`src/rtl/dt_pkg.sv`:
```
// Shared types and widths for the decision-tree traversal block.
package dt_pkg;

   localparam int unsigned ADDR_W     = 9;
   localparam int unsigned FEAT_W     = 64;
   localparam int unsigned CLASS_W    = 2;
   localparam int unsigned FIDX_W     = 2;
   localparam int unsigned NUM_FEAT   = 4;
   localparam int unsigned DEPTH_W    = 6;
   localparam int unsigned NODE_WIDTH = 95;

   typedef enum logic [1:0] {
      IDLE  = 2'd0,
      FETCH = 2'd1,
      WAIT  = 2'd2,
      DONE  = 2'd3
   } state_e;

   // Node record as returned by tree_memory (leaf flag travels separately).
   typedef struct packed {
      logic [ADDR_W-1:0]  id;
      logic [FIDX_W-1:0]  feature_idx;
      logic [FEAT_W-1:0]  threshold;
      logic [ADDR_W-1:0]  left_child;
      logic [ADDR_W-1:0]  right_child;
      logic [CLASS_W-1:0] prediction;
   } node_t;

endpackage

```
`src/rtl/dt_node_eval.sv`:
```
// Combinational node evaluation: pick a feature, compare, choose a child.
module dt_node_eval
   import dt_pkg::*;
(
   input  logic [NUM_FEAT*FEAT_W-1:0] features_i,
   input  logic [FIDX_W-1:0]          feature_idx_i,
   input  logic [FEAT_W-1:0]          threshold_i,
   input  logic [ADDR_W-1:0]          left_i,
   input  logic [ADDR_W-1:0]          right_i,
   output logic [ADDR_W-1:0]          next_addr_o,
   output logic                       go_left_o
);

   logic [FEAT_W-1:0] sel;

   // Unsigned compare; equality goes left.
   always_comb begin
      sel         = features_i[32'(feature_idx_i)*FEAT_W +: FEAT_W];
      go_left_o   = (sel <= threshold_i);
      next_addr_o = go_left_o ? left_i : right_i;
   end

endmodule

```
`src/rtl/tree_traversal_fsm.sv`:
```
// Decision-tree inference controller driving tree_memory.
// Optional macro TRAV_STATS_EN adds saturating inference/error counters.
module tree_traversal_fsm #(
   parameter int unsigned ADDR_W    = dt_pkg::ADDR_W,
   parameter int unsigned NUM_NODES = 512,
   parameter int unsigned ROOT_ADDR = 0,
   parameter int unsigned MAX_DEPTH = 32,
   parameter int unsigned FEAT_W    = dt_pkg::FEAT_W
) (
   input  logic                          clk,
   input  logic                          rst_n,
   input  logic                          feat_valid,
   output logic                          feat_ready,
   input  logic [4*FEAT_W-1:0]           features,
   output logic                          mem_read_enable,
   output logic [ADDR_W-1:0]             mem_node_addr,
   input  logic [ADDR_W-1:0]             mem_node_id,
   input  logic [dt_pkg::FIDX_W-1:0]     mem_feature_idx,
   input  logic [FEAT_W-1:0]             mem_threshold,
   input  logic [ADDR_W-1:0]             mem_left_child,
   input  logic [ADDR_W-1:0]             mem_right_child,
   input  logic [dt_pkg::CLASS_W-1:0]    mem_prediction,
   input  logic                          mem_is_leaf,
   input  logic                          mem_data_valid,
   output logic                          pred_valid,
   input  logic                          pred_ready,
   output logic [dt_pkg::CLASS_W-1:0]    pred_class,
   output logic [dt_pkg::DEPTH_W-1:0]    pred_depth,
   output logic                          pred_error,
   output logic                          busy
`ifdef TRAV_STATS_EN
   ,
   output logic [31:0]                   stat_infer_cnt,
   output logic [15:0]                   stat_err_cnt
`endif
);

   import dt_pkg::*;

   state_e                 state_q, state_d;
   logic [ADDR_W-1:0]      cur_addr_q, cur_addr_d;
   logic [DEPTH_W-1:0]     depth_q, depth_d, depth_inc;
   logic [4*FEAT_W-1:0]    feat_q, feat_d;
   logic [CLASS_W-1:0]     class_q, class_d;
   logic                   err_q, err_d;
   logic                   rd_en_q, valid_q, busy_q, ready_q;
   node_t                  node_c;
   logic [ADDR_W-1:0]      next_addr_c;
   logic                   go_left_c;

   assign node_c = '{id:          mem_node_id,
                     feature_idx: mem_feature_idx,
                     threshold:   mem_threshold,
                     left_child:  mem_left_child,
                     right_child: mem_right_child,
                     prediction:  mem_prediction};

   dt_node_eval u_eval (
      .features_i    (feat_q),
      .feature_idx_i (node_c.feature_idx),
      .threshold_i   (node_c.threshold),
      .left_i        (node_c.left_child),
      .right_i       (node_c.right_child),
      .next_addr_o   (next_addr_c),
      .go_left_o     (go_left_c)
   );

   // Next-state and walk bookkeeping.
   always_comb begin
      state_d    = state_q;
      cur_addr_d = cur_addr_q;
      depth_d    = depth_q;
      feat_d     = feat_q;
      class_d    = class_q;
      err_d      = err_q;
      depth_inc  = DEPTH_W'(depth_q + 1'b1);
      unique case (state_q)
         IDLE: begin
            if (feat_valid && ready_q) begin
               feat_d     = features;
               cur_addr_d = ADDR_W'(ROOT_ADDR);
               depth_d    = '0;
               class_d    = '0;
               err_d      = 1'b0;
               state_d    = FETCH;
            end
         end
         FETCH: state_d = WAIT;
         WAIT: begin
            if (mem_data_valid) begin
               if (node_c.id != cur_addr_q) begin
                  err_d   = 1'b1;
                  class_d = '0;
                  state_d = DONE;
               end else if (mem_is_leaf) begin
                  err_d   = 1'b0;
                  class_d = node_c.prediction;
                  state_d = DONE;
               end else begin
                  depth_d = depth_inc;
                  if ((32'(next_addr_c) >= NUM_NODES) || (32'(depth_inc) > MAX_DEPTH)) begin
                     err_d   = 1'b1;
                     class_d = '0;
                     state_d = DONE;
                  end else begin
                     cur_addr_d = next_addr_c;
                     state_d    = FETCH;
                  end
               end
            end
         end
         DONE: if (pred_ready) state_d = IDLE;
         default: state_d = IDLE;
      endcase
   end

   // State, datapath and registered outputs aligned to the next state.
   always_ff @(posedge clk or negedge rst_n) begin
      if (!rst_n) begin
         state_q    <= IDLE;
         cur_addr_q <= '0;
         depth_q    <= '0;
         feat_q     <= '0;
         class_q    <= '0;
         err_q      <= 1'b0;
         rd_en_q    <= 1'b0;
         valid_q    <= 1'b0;
         busy_q     <= 1'b0;
         ready_q    <= 1'b1;
      end else begin
         state_q    <= state_d;
         cur_addr_q <= cur_addr_d;
         depth_q    <= depth_d;
         feat_q     <= feat_d;
         class_q    <= class_d;
         err_q      <= err_d;
         rd_en_q    <= (state_d == FETCH);
         valid_q    <= (state_d == DONE);
         busy_q     <= (state_d != IDLE);
         ready_q    <= (state_d == IDLE);
      end
   end

   assign feat_ready      = ready_q;
   assign mem_read_enable = rd_en_q;
   assign mem_node_addr   = cur_addr_q;
   assign pred_valid      = valid_q;
   assign pred_class      = class_q;
   assign pred_depth      = depth_q;
   assign pred_error      = err_q;
   assign busy            = busy_q;

`ifdef TRAV_STATS_EN
   logic [31:0] infer_cnt_q;
   logic [15:0] err_cnt_q;

   // Saturating counters of completed handshakes and errored ones.
   always_ff @(posedge clk or negedge rst_n) begin
      if (!rst_n) begin
         infer_cnt_q <= '0;
         err_cnt_q   <= '0;
      end else if (valid_q && pred_ready) begin
         if (infer_cnt_q != '1) infer_cnt_q <= infer_cnt_q + 32'd1;
         if (err_q && (err_cnt_q != '1)) err_cnt_q <= err_cnt_q + 16'd1;
      end
   end

   assign stat_infer_cnt = infer_cnt_q;
   assign stat_err_cnt   = err_cnt_q;
`endif

endmodule
```
`config.mk`:
```
export PLATFORM = sky130hd
export DESIGN_NAME = tree_traversal_fsm
export DESIGN_NICKNAME = d
export VERILOG_FILES = /design/src/rtl/dt_pkg.sv /design/src/rtl/dt_node_eval.sv /design/src/rtl/tree_traversal_fsm.sv
export SDC_FILE = /design/constraint.sdc
export NUM_CORES = 1
export LEC_CHECK = 0
export CAP_MARGIN = 10
export CORE_ASPECT_RATIO = 0.5
export CORE_UTILIZATION = 40
export DETAILED_ROUTE_END_ITERATION = 8
export GPL_TIMING_DRIVEN = 0
export PLACE_DENSITY = 0.68
export SETUP_SLACK_MARGIN = 0.15
export SYNTH_ARGS = -nofsm -noshare
export SYNTH_HDL_FRONTEND = slang
export SYNTH_HIERARCHICAL = 1
export SYNTH_SLANG_ARGS = --single-unit
export TNS_END_PERCENT = 10
```
`constraint.sdc`:
```
create_clock -name clk -period 6 [get_ports clk]
set_input_delay 0.6 -clock clk [delete_from_list [all_inputs] [get_ports clk]]
set_output_delay 0.6 -clock clk [all_outputs]
set_load 0.02 [all_outputs]
```
## Yosys cells after proc, flatten, opt, wreduce, memory -nomap -nowiden

Index checks and enable logic that the tools add are counted.

| word-level totals | value |
|---|---|
| bits in registers | 280 |
| latch bits | 0 |
| bits in writable memories | 0 |
| ROM bits | 0 |
| output and inout port bits | 22 |
| word-level logic and storage cells | 66 |
| memories | 0 |

| cells by class | value |
|---|---|
| $add $sub $neg | 1 |
| multipliers | 0 |
| div/mod/pow operators | 0 |
| order comparisons | 2 |
| equality and inequality tests | 12 |
| shift operators | 1 |
| mux-type cells | 31 |
| bitwise gates (word level) | 0 |
| reductions and logical operators | 9 |

Operators by type and width:

| operator | number |
|---|---|
| $shiftx A256 B9 Y64 | 1 |
| $le A64 B64 Y1 | 1 |
| $mux W9 | 6 |
| $mux W6 | 4 |
| $mux W2 | 11 |
| $pmux W9 S2 | 1 |
| $pmux W6 S2 | 1 |
| $ne A2 B2 Y1 const B | 5 |
| $ne A9 B9 Y1 | 1 |
| $pmux W2 S4 | 1 |
| $add A6 B1 Y6 const B | 1 |
| $eq A2 B2 Y1 const B | 3 |
| $gt A6 B6 Y1 const B | 1 |
| $reduce_and A6 Y1 | 1 |
| $mux W1 | 5 |
| $reduce_and A5 Y1 | 1 |
| $eq A2 B1 Y1 const B | 2 |
| $logic_not A2 Y1 | 2 |
| $ne A4 B4 Y1 const B | 1 |
| $pmux W2 S2 | 1 |
| $reduce_and A4 Y1 | 1 |
| $reduce_bool A2 Y1 | 2 |
| $pmux W1 S2 | 1 |
| $reduce_and A2 Y1 | 1 |
| $logic_and A1 B1 Y1 | 1 |

## Longest topological paths before layout

| logic depth | value |
|---|---|
| depth after elaboration | 8 |
| depth in mapped cells | 12 |
| mapped depth without buffers | 10 |

## Modules after synthesis

Netlist, hierarchy kept.

By module, submodules not included:

| module | instances | cells an instance | area an instance (sq um) | seq. area each (sq um) |
|---|---|---|---|---|
| tree_traversal_fsm | 1 | 1204 | 10791.6 | 7008.0 |
| dt_node_eval | 1 | 321 | 3284.4 | 0.0 |

## Worst setup path after synthesis

OpenSTA, ideal clock, no wires.

| timing path | value |
|---|---|
| path type | input to register |
| start point | input port mem_feature_idx[0] (netlist bit) |
| end point | register cur_addr_q[0], in the netlist mem_node_addr[0] |
| library setup time | 122 ps |
| arrival time | 3813 ps |
| data required time | 5878 ps |
| setup slack | 2065 ps |
| stages on the path | 12 |
| cells stage by stage | clkbuf_1 > buf_2 > mux4_2 > ha_1 > and4_1 > and4bb_1 > nand3_2 > nor2_4 > o31ai_2 > a32oi_4 > mux2_2 > a32o_1 |

| on the way | value |
|---|---|
| word-level cells in the longest chain between the ends | 8 |

Ends and longest elaborated chain:

| what | line | text |
|---|---|---|
| start, declared | tree_traversal_fsm.sv:18 | `input logic [dt_pkg::FIDX_W-1:0] mem_feature_idx,` |
| $shiftx A256 B9 Y64 | dt_node_eval.sv:18 | `sel = features_i[32'(feature_idx_i)*FEAT_W +: FEAT_W];` |
| $le A64 B64 Y1 | dt_node_eval.sv:19 | `go_left_o = (sel <= threshold_i);` |
| $mux W9 | dt_node_eval.sv:20 | `next_addr_o = go_left_o ? left_i : right_i;` |
| net next_addr_c[0] | tree_traversal_fsm.sv:48 | `logic [ADDR_W-1:0] next_addr_c;` |
| $mux W9 | tree_traversal_fsm.sv:101 | `if ((32'(next_addr_c) >= NUM_NODES) \|\| (32'(depth_inc) > MAX_DEPTH)) begin` |
| $mux W9 | tree_traversal_fsm.sv:95 | `end else if (mem_is_leaf) begin` |
| $mux W9 | tree_traversal_fsm.sv:91 | `if (node_c.id != cur_addr_q) begin` |
| $mux W9 | tree_traversal_fsm.sv:90 | `if (mem_data_valid) begin` |
| $pmux W9 S2 | tree_traversal_fsm.sv:77 | `unique case (state_q)` |
| end signal, assigned | tree_traversal_fsm.sv:132 | `cur_addr_q <= cur_addr_d;` |
| end, declared | tree_traversal_fsm.sv:41 | `logic [ADDR_W-1:0] cur_addr_q, cur_addr_d;` |

The timed path passes the listed nets, and every way through them passes these cells. The select of a mux whose other input is x is not followed.
A chain may end at the register's enable or synchronous reset.

## Worst setup path after layout

| timing path | value |
|---|---|
| start point | input port mem_feature_idx[0] (netlist bit) |
| end point | register cur_addr_q[4], in the netlist mem_node_addr[4] |

The elaborated chain is that of the path after synthesis.

==> results.json <==
{
  "clk_latency_ps": 550,
  "combPwrFrac_pct": 33.6,
  "grt_pass1_wl_um": 70800,
  "start_util_pct": 40.7,
  "path_delay_family": "compound AO/OA/AOI/OAI gates",
  "grt_pass1_vias": 12600,
  "hpwl_um": 35000,
  "power_mw": 7.44,
  "drt_wl_total_um": 46200,
  "synth_nets": 1946,
  "antenna_found_initial": 9,
  "fin_nets": 2353,
  "status": "finished clean",
  "die_y_um": 135,
  "final.min_clock_period_ps": 4450,
  "drt_iter0_drc": 763,
  "slowest_delay_ps": 610,
  "yosysWarnings": 6,
  "clkPwrFrac_pct": 22.5,
  "ant_nets": 0,
  "crit_path_top_delay_cell": "clkbuf_1",
  "clockBufferDepth": 3,
  "clockRootBuffer": "clkbuf_16",
  "finalMaxSlewViolations": 0,
  "power_density_nw_per_um2": 384,
  "syn_avg_cell_area_um2": 9.23,
  "reg2reg_to": "mem_node_addr[4]",
  "grt_start_max_net_pins": 106,
  "cts_tree": "built",
  "relSlewSlack_pct": 34.7,
  "hold_viol": 0,
  "cts_inserted_buffers": 27,
  "peakVddDrop_mv": 0.193,
  "ctsHoldBuffers": 0,
  "syn_area_um2": 14100,
  "worst_slew_pin_slew_ps": 980,
  "fillers": 3172,
  "floorplan.die_area_um2": 36000,
  "setup-violations-final": 0,
  "gp_congestion": 0.872,
  "multi_input_area_um2": 6480,
  "r2r_setup_slack_ps": 2410,
  "swShare_pct": 33.4,
  "fin_crit_sh_pct": 74.1,
  "finClkSkew_ps": 8.51,
  "cts_setup_buffers": 0,
  "finalNonFillerCells": 2435,
  "grt_usage_pct": 26.0,
  "cp.required_ps": 6440,
  "die_w_um": 267,
  "crit_path_end": "mem_node_addr[4]",
  "p_switching_mw": 2.49,
  "core_area_um2": 34500,
  "portBuffers": 376,
  "ctsResizeCount": 0,
  "syn_to_final_growth_pct": 37.5,
  "drc": 0,
  "crit_arrival_ps": 4890,
  "cts.sinks": 280,
  "path_cells": "clkbuf_1 -> buf_2 -> mux4_2 -> ha_1 -> nand4_1 -> and4bb_1 -> nor2_1 -> a21oi_1 -> a311oi_2 -> a32oi_4 -> mux2_2 -> a32o_1",
  "drv_cap": 0,
  "drtPass1Iterations": 5,
  "htreeDepth": 1,
  "drive_gt1_share_pct": 7.53,
  "crit_start": "mem_feature_idx[0]",
  "p_leak_nw": 9.41,
  "cp.depth": 12,
  "r2r-start": "feat_q[255]",
  "critPathCaptureType": "flop",
  "fmax_ghz": 0.225,
  "cp-start-kind": "input pin",
  "rsz0062_at_grt": "false",
  "placed_cells": 2377,
  "viasPerCell": 4.99,
  "p_int_mw": 4.95,
  "vias": 12200,
  "regArea_um2": 7010,
  "hold_path.class": "in2async",
  "ios": 379,
  "routedWlPerCell_um": 19.0,
  "cp_num_buf_inv": 2,
  "clk_pin_slew_ps": 70,
  "critPathKind": "in2reg",
  "reg2reg_depth": 10,
  "fin_hold_ws_ps": 100,
  "rows": 48,
  "grt-ovfl-total": 0,
  "crit_path_max_fanout": 10,
  "seqPwrFrac_pct": 44.0,
  "netlist_instances": 1524
}
## area by class of cell
type                       instances  share of cell area, %
clock inverter                    12                  0.472
multi-input combinational       1096                   33.5
tap                              475                   3.07
sequential                       280                   36.2
clock buffer                      37                   3.84
inverter                          70                   1.36
timing repair buffer             378                   19.8
buffer                            78                   1.64
antenna                            9                  0.116
## metal layers
layer,vias up,global-route usage [%],part of all wire [%]
met4,0,9.36,3.3
met1,6008,33.1,42
li1,5799,-,-
met5,-,0,0
met2,271,46.0,51
met3,83,3.28,3.7
## sequential cells by signal, summed over array words and instances (netlist names)
| register | count |
|---|---|
| feat_ready | 1 |
| feat_q | 256 |
| pred_class | 2 |
| pred_depth | 6 |
| pred_valid | 1 |
| busy | 1 |
| mem_node_addr | 9 |
| mem_read_enable | 1 |
| state_q | 2 |
| pred_error | 1 |
## worst reg2reg max path: stages (launching register included)
cell      delay (ps)
dfrtp_1          400
mux4_2           470
ha_1             320
nand4_1          190
and4bb_1         420
nor2_1            80
a21oi_1          270
a311oi_2         140
a32oi_4          550
mux2_2           420
a32o_1           220
## power groups by stage
stage                     Sequential, mW  Combinational, mW  Clock, mW
after floorplan                     3.14               1.72          0
after global placement              3.27               2.40          0
after detailed placement            3.29               2.49          0
after CTS                           3.27               2.51       1.70
after global routing                3.37               2.83       1.78
final                               3.27               2.50       1.67
## per-stage QoR
step | area [µm²] | util [%] | setup slack [ps] | TNS [ps]
finish | 19300 | 56.0 | 1550 | 0
global route | 19300 | 56.0 | 1320 | 0
global placement | 18400 | 53.4 | -8160 | -2272540
CTS | 19300 | 56.0 | 1530 | 0
detailed placement | 18500 | 53.5 | 952 | 0
floorplan | 14100 | - | 2080 | 0
## worst min path at each step
| stage | start | end | depth (start not counted) |
|---|---|---|---|
| after floorplan | rst_n | busy | 0 |
| after global placement | feat_q[136] | feat_q[136] | 2 |
| after detailed placement | feat_q[141] | feat_q[141] | 2 |
| after CTS | rst_n | mem_read_enable | 1 |
| after global routing | rst_n | mem_read_enable | 1 |
| final | rst_n | mem_read_enable | 1 |
## cells in the final DEF (no fill, tap or decap), types with 2 or more instances in the layout
cell type,n
dfrtp_1,279
mux2_2,10
a41oi_1,2
o21ai_0,15
clkdlybuf4s50_1,375
clkbuf_16,27
a21o_1,2
a22o_1,2
mux4_2,64
clkbuf_1,67
a21oi_1,33
clkinv_2,9
nand3_1,11
a31oi_1,3
xnor2_1,9
a32o_1,10
nand2_1,791
inv_1,70
and4_1,2
diode_2,9
and3_2,2
nor4_1,2
o211ai_1,3
clkbuf_8,3
a211oi_1,3
ha_1,65
nor3_1,7
nand4_1,16
o2bb2ai_1,3
buf_16,2
nor2_1,10
buf_1,4
nor2b_1,5
nand3_2,2
buf_2,12
Power figures use the tool's default switching activity.
